===== config.mk =====
export PLATFORM = sky130hd
export DESIGN_NAME = alu_op_pipe
export DESIGN_NICKNAME = d
export VERILOG_FILES = /design/src/rtl/alu_pkg.sv /design/src/rtl/alu_core.sv /design/src/rtl/alu_cpl_cell.sv /design/src/rtl/alu_op_pipe.sv
export SDC_FILE = /design/constraint.sdc
export NUM_CORES = 1
export LEC_CHECK = 0
export BUFFER_PORTS_ARGS = -buffer_cell sky130_fd_sc_hd__buf_2
export CAP_MARGIN = 20
export CORE_MARGIN = 10
export CORE_UTILIZATION = 55
export DETAILED_ROUTE_END_ITERATION = 6
export PLACE_DENSITY = 0.77
export SYNTH_ARGS = -nofsm -noshare
export SYNTH_HDL_FRONTEND = slang
export SYNTH_SLANG_ARGS = --single-unit

===== constraint.sdc =====
create_clock -name clk -period 3.5 [get_ports clk]
set_input_delay 0.35 -clock clk [delete_from_list [all_inputs] [get_ports clk]]
set_output_delay 0.35 -clock clk [all_outputs]
set_load 0.05 [all_outputs]

===== src/rtl/alu_pkg.sv =====
// Shared types for the ALU execution pipe: opcode encoding and flag layout.
// Latency: n/a (types and constants only).
// Backpressure: n/a.
package alu_pkg;

  typedef enum logic [2:0] {
    ALU_ADD = 3'd0,
    ALU_SUB = 3'd1,
    ALU_AND = 3'd2,
    ALU_OR  = 3'd3,
    ALU_XOR = 3'd4,
    ALU_NOT = 3'd5,
    ALU_SLL = 3'd6,
    ALU_SRL = 3'd7
  } alu_op_e;

  // Packed MSB-first, so the 4-bit view is {N,Z,C,V}.
  typedef struct packed {
    logic n;
    logic z;
    logic c;
    logic v;
  } alu_flags_t;

  localparam int FLAG_N = 3;
  localparam int FLAG_Z = 2;
  localparam int FLAG_C = 1;
  localparam int FLAG_V = 0;

endpackage


===== src/rtl/alu_core.sv =====
// Combinational ALU: computes result and {N,Z,C,V} for one opcode/operand pair.
// Latency: combinational, no state.
// Backpressure: none; the surrounding pipe decides when the outputs are captured.
// Ports: op/a/b in, result/flags out. Shift amount is b[$clog2(WIDTH)-1:0].
module alu_core
  import alu_pkg::*;
#(
  parameter int WIDTH = 8
) (
  input  alu_op_e          op,
  input  logic [WIDTH-1:0] a,
  input  logic [WIDTH-1:0] b,
  output logic [WIDTH-1:0] result,
  output alu_flags_t       flags
);

  localparam int SHW = $clog2(WIDTH);

  // Bitwise complements of both operands, one cell per bit.
  logic [WIDTH-1:0] a_n;
  logic [WIDTH-1:0] b_n;

  for (genvar i = 0; i < WIDTH; i++) begin : g_cpl
    alu_cpl_cell u_cpl_a (.a(a[i]), .y(a_n[i]));
    alu_cpl_cell u_cpl_b (.a(b[i]), .y(b_n[i]));
  end

  // Shared adder: SUB is a + ~b + 1, so the carry-out directly means "no borrow".
  logic             is_sub;
  logic [WIDTH-1:0] addend;
  logic [WIDTH:0]   sum;

  assign is_sub = (op == ALU_SUB);
  assign addend = is_sub ? b_n : b;
  assign sum    = {1'b0, a} + {1'b0, addend} + {{WIDTH{1'b0}}, is_sub};

  // Shifts carry one extra bit so the last bit shifted out lands in a fixed
  // position; with a zero shift that position holds the padding zero.
  logic [SHW-1:0] sh;
  logic [WIDTH:0] sll_ext;
  logic [WIDTH:0] srl_ext;

  assign sh      = b[SHW-1:0];
  assign sll_ext = {1'b0, a} << sh;
  assign srl_ext = {a, 1'b0} >> sh;

  logic [3:0] f;

  always_comb begin
    result = '0;
    f      = '0;
    case (op)
      ALU_ADD, ALU_SUB: begin
        result    = sum[WIDTH-1:0];
        f[FLAG_C] = sum[WIDTH];
        // Overflow: both addends share a sign that the result does not.
        f[FLAG_V] = (a[WIDTH-1] == addend[WIDTH-1]) && (sum[WIDTH-1] != a[WIDTH-1]);
      end
      ALU_AND: result = a & b;
      ALU_OR:  result = a | b;
      ALU_XOR: result = a ^ b;
      ALU_NOT: result = a_n;
      ALU_SLL: begin
        result    = sll_ext[WIDTH-1:0];
        f[FLAG_C] = sll_ext[WIDTH];
      end
      ALU_SRL: begin
        result    = srl_ext[WIDTH:1];
        f[FLAG_C] = srl_ext[0];
      end
      default: result = '0;
    endcase
    f[FLAG_N] = result[WIDTH-1];
    f[FLAG_Z] = (result == '0);
  end

  assign flags = alu_flags_t'(f);

endmodule


===== src/rtl/alu_cpl_cell.sv =====
// 1-bit complement cell, the leaf used to build wide bitwise inverters.
// Latency: combinational.
// Backpressure: none.
// Ports: a - input bit, y - inverted bit.
module alu_cpl_cell (
  input  logic a,
  output logic y
);

  assign y = ~a;

endmodule


===== src/rtl/alu_op_pipe.sv =====
// Two-stage ALU pipe: S1 registers the request, S2 registers the alu_core result.
// Latency: request accepted at edge k shows out_valid after edge k+1; 1 op/cycle.
// Backpressure: out_ready low stalls S2 then S1; holds 2 requests, output stable.
// Ports: clk/rst_n; in_valid/in_ready/in_op/in_a/in_b request side;
//        out_valid/out_ready/out_result/out_flags result side; op_count counts
//        completed output handshakes (wraps).
module alu_op_pipe
  import alu_pkg::*;
#(
  parameter int WIDTH = 8,
  parameter int CNT_W = 16
) (
  input  logic             clk,
  input  logic             rst_n,
  input  logic             in_valid,
  output logic             in_ready,
  input  logic [2:0]       in_op,
  input  logic [WIDTH-1:0] in_a,
  input  logic [WIDTH-1:0] in_b,
  output logic             out_valid,
  input  logic             out_ready,
  output logic [WIDTH-1:0] out_result,
  output logic [3:0]       out_flags,
  output logic [CNT_W-1:0] op_count
);

  logic             s1_valid;
  alu_op_e          s1_op;
  logic [WIDTH-1:0] s1_a;
  logic [WIDTH-1:0] s1_b;

  logic             s2_valid;
  logic [WIDTH-1:0] s2_result;
  alu_flags_t       s2_flags;

  logic [WIDTH-1:0] core_result;
  alu_flags_t       core_flags;

  alu_core #(.WIDTH(WIDTH)) u_core (
    .op     (s1_op),
    .a      (s1_a),
    .b      (s1_b),
    .result (core_result),
    .flags  (core_flags)
  );

  // Each stage may load when it is empty or its successor is draining, so a
  // full pipe still accepts a new request in the cycle the output handshakes.
  logic s2_load;
  assign s2_load  = !s2_valid || out_ready;
  assign in_ready = !s1_valid || s2_load;

  always_ff @(posedge clk or negedge rst_n) begin
    if (!rst_n) begin
      s1_valid  <= 1'b0;
      s1_op     <= ALU_ADD;
      s1_a      <= '0;
      s1_b      <= '0;
      s2_valid  <= 1'b0;
      s2_result <= '0;
      s2_flags  <= '0;
      op_count  <= '0;
    end else begin
      if (in_ready) begin
        s1_valid <= in_valid;
        if (in_valid) begin
          s1_op <= alu_op_e'(in_op);
          s1_a  <= in_a;
          s1_b  <= in_b;
        end
      end
      if (s2_load) begin
        s2_valid <= s1_valid;
        if (s1_valid) begin
          s2_result <= core_result;
          s2_flags  <= core_flags;
        end
      end
      if (s2_valid && out_ready) begin
        op_count <= op_count + CNT_W'(1);
      end
    end
  end

  assign out_valid  = s2_valid;
  assign out_result = s2_result;
  assign out_flags  = s2_flags;

endmodule


==> results.yml <==
run_status:
  status: "finished, final reports clean"
finish:
  diodes: 0
  layoutNonFillerInstCount: 496
  drive_above_1_share_pct: 24.6
  final_nets: 470
  syn2layout_area_growth_pct: 11.3
floorplanning:
  dieArea_um2: 10100
  dieWidth_um: 100
  die_h_um: 100
  coreArea_um2: 6310
  start_util_pct: 56.4
  num_io_pins: 53
  rows: 29
pwr:
  p_switching_uw: 1150
  swShare_pct: 47.6
  seqPwrFrac_pct: 33.7
  p_int_uw: 1270
  clockPowerShare_pct: 14.8
  powerDensity_nw_per_um2: 612
  combPwrFrac_pct: 51.5
  vdd_drop_max_mv: 0.744
  leakage_uw: 0.00186
clocking:
  ctsRootBufferMaster: "clkbuf_8"
  clk_pin_slew_ps: 90
  cts_buffer_depth: 2
  cts_tree: "done"
  cts_buffers: 5
  cts.sinks: 48
  clk_latency_ps: 310
  htree_levels: 2
critical_path:
  rr_worst_depth: 10
  worstPathMaxFanout: 12
  arrival_ps: 3210
  cp_data_required_time_ps: 3720
  crit_start: "s1_op[2]"
  startpoint_type: "flop"
  endpoint: "out_flags[2]"
  reg2reg_from: "s1_op[2]"
  ff2ff_setup_slack_ps: 510
  end_kind: "flop"
  path_class: "flop to flop"
  r2r-end: "out_flags[2]"
logic_synthesis:
  post-synth-top-area-cell: "dfrtp_1"
  synth_area_um2: 3560
  yosysMostFrequentCell: "dfrtp_1"
  synth_ff_type: "dfrtp_1"
  synth_edf_count: 0
  yosysWarnings: 0
  synthDistinctLibCells: 58
  synthCells: 376
  yosys-top-cells-count: "48 x dfrtp_1, 44 x nand2_1, 28 x ha_1"
  ys_seq_area_share_pct: 33.7
  async_reset_ff_share_pct: 100
  syn_avg_cell_area_um2: 9.47
  synth_fp_nets: 428
  synth_area_leaders: "dfrtp_1 34%, ha_1 9.8%, mux2_2 7.0%"
  yosys.area.top_type_share_pct: 33.7
  synth_seq_cells: 48
drt:
  num_vias: 2964
  vias_per_cell: 5.98
  drt-total-wl_um: 9020
  wl_per_cell_um: 18.2
  drtIter0Drc: 348
  drtAntennaViolNets: 0
  drt_drc_violations_left: 0
  firstDrtPassIters: 4
sta:
  hold_violations: 0
  fin_crit_ps: 2990
  rsz0062_at_grt: "false"
  fmax_mhz: 334
  worst_slack_ps: 505
  finalSetupViolations: 0
  tightest_slew_ps: 818
  skew_ps: 7.64
  slew_violations: 0
  slew_headroom_pct: 45.3
  tns_ps: 0
  finalCritPeriodShare_pct: 85.6
global_route:
  grt_usage_pct: 18.0
  grt_max_degree: 49
  grt-ovfl-total: 0
  first_global_vias: 2942
  grt_pass1_wl_um: 15000
  antenna_found_initial: 0
placement:
  place.gp.congestion: 0.944
  io_buffers: 52
  dp_slack_ps: 520
  dp_hpwl_um: 6690
  dp.cells: 486
hold_path:
  hold_path_class: "primary input to flop"
run:
  maxCapViolations: 0
-- power groups by stage --
stage	sequential (uW)	combinational, uW	clock [uW]
after floorplan	1050	720	0
after global placement	817	1220	0
after detailed placement	824	1240	0
after CTS	814	1250	368
after global routing	835	1360	389
final	817	1250	358
-- per-stage QoR --
step                      power [uW]  cell area, um^2  hold WS [ps]  utilization (%)
after global routing            2580             3960           233             62.8
after detailed placement        2070             3840           468             60.8
after CTS                       2430             3930           232             62.3
final                           2420             3960           233             62.8
after global placement          2030             3840           456             60.8
after floorplan                 1770             3560          54.4                -
-- worst min path at each step --
stage          slack, ps  depth (start not counted)     startpoint       endpoint
3_5_place_dp         470                          2  out_result[4]  out_result[4]
3_3_place_gp         460                          1   op_count[15]   op_count[15]
5_1_grt              230                          2       in_valid       s1_valid
4_1_cts              230                          2       in_valid       s1_valid
6_report             230                          2       in_valid       s1_valid
2_1_floorplan         50                          0          rst_n    op_count[0]
-- what timing repair did --
item | 4_1_cts | 5_1_grt
hold endpoints to repair | 0 | 6
resized for setup | 0 | 0
setup buffers | 0 | 0
hold buffers | 0 | 1
-- state kept, by name (all words and copies together) (netlist names) --
| register | flops |
|---|---|
| op_count | 16 |
| out_flags | 3 |
| out_result | 8 |
| out_valid | 1 |
| s1_a | 8 |
| s1_b | 8 |
| s1_op | 3 |
| s1_valid | 1 |
-- area by class of cell --
class	count	area (um^2)
inverters	23	86.3
flip-flops and latches	48	1200
clock inverters	2	13.8
fillers	538	2350
repair buffers	60	335
clock buffers	6	82.6
multi-input cells	280	2150
well taps	77	96.3
-- per-layer routing --
metal / track usage, % / vias to the layer above / share of wire (%)
met3: 3.70 / 16 / 6.5
met1: 24.8 / 1409 / 46
met4: 4.67 / 0 / 1.5
met2: 27.9 / 126 / 46
li1: - / 1413 / -
met5: 0 / - / 0
-- layout by cell type, fill, tap and decap left out, types with 2 or more instances in the layout --
cell	Yosys	final
xnor2_1	21	21
ha_1	28	28
inv_1	20	20
o41ai_1	2	2
a31oi_1	4	4
inv_2	3	3
and2_1	3	3
a21boi_0	2	2
a21oi_1	14	14
nand3b_1	2	2
buf_4	2	6
o41a_1	2	2
o211ai_1	3	3
a211oi_1	5	5
nor2_1	14	14
mux4_2	6	6
buf_2	8	52
nand2_1	44	44
o22ai_1	5	5
nor4_1	3	3
and3_1	3	3
a21o_1	5	5
nand4_1	5	5
o21ai_0	21	21
nor2b_1	2	2
mux2i_1	8	8
a311oi_1	2	2
mux2_2	22	22
xor2_1	7	7
clkbuf_8	0	6
nor3_1	3	3
nand2b_1	10	10
nand3_1	12	12
dfrtp_1	48	48
-- worst max-delay path, stage by stage, from the launching register on --
cell and delay [ps]:
dfrtp_1 500, or4b_1 580, a21boi_0 180, fa_1 440, nor2b_1 120, o21ai_0 100, nand2_1 100, xnor2_1 110
a21oi_1 100, or3_1 370, o41ai_2 300
-- cells by family (layout without fill, tap and decap cells) --
kind of cell,Yosys count,after routing,synth area share [%]
DFF,48,48,33.7
adders and majority gates,29,29,10.4
buffers and inverters,48,91,5.97
xor gates and xnor gates,28,28,6.89
AOI/OAI and AO/OA,80,80,15.4
muxes,36,36,13.0
and+or+nand+nor,107,107,14.6
Power figures use the tool's default switching activity.
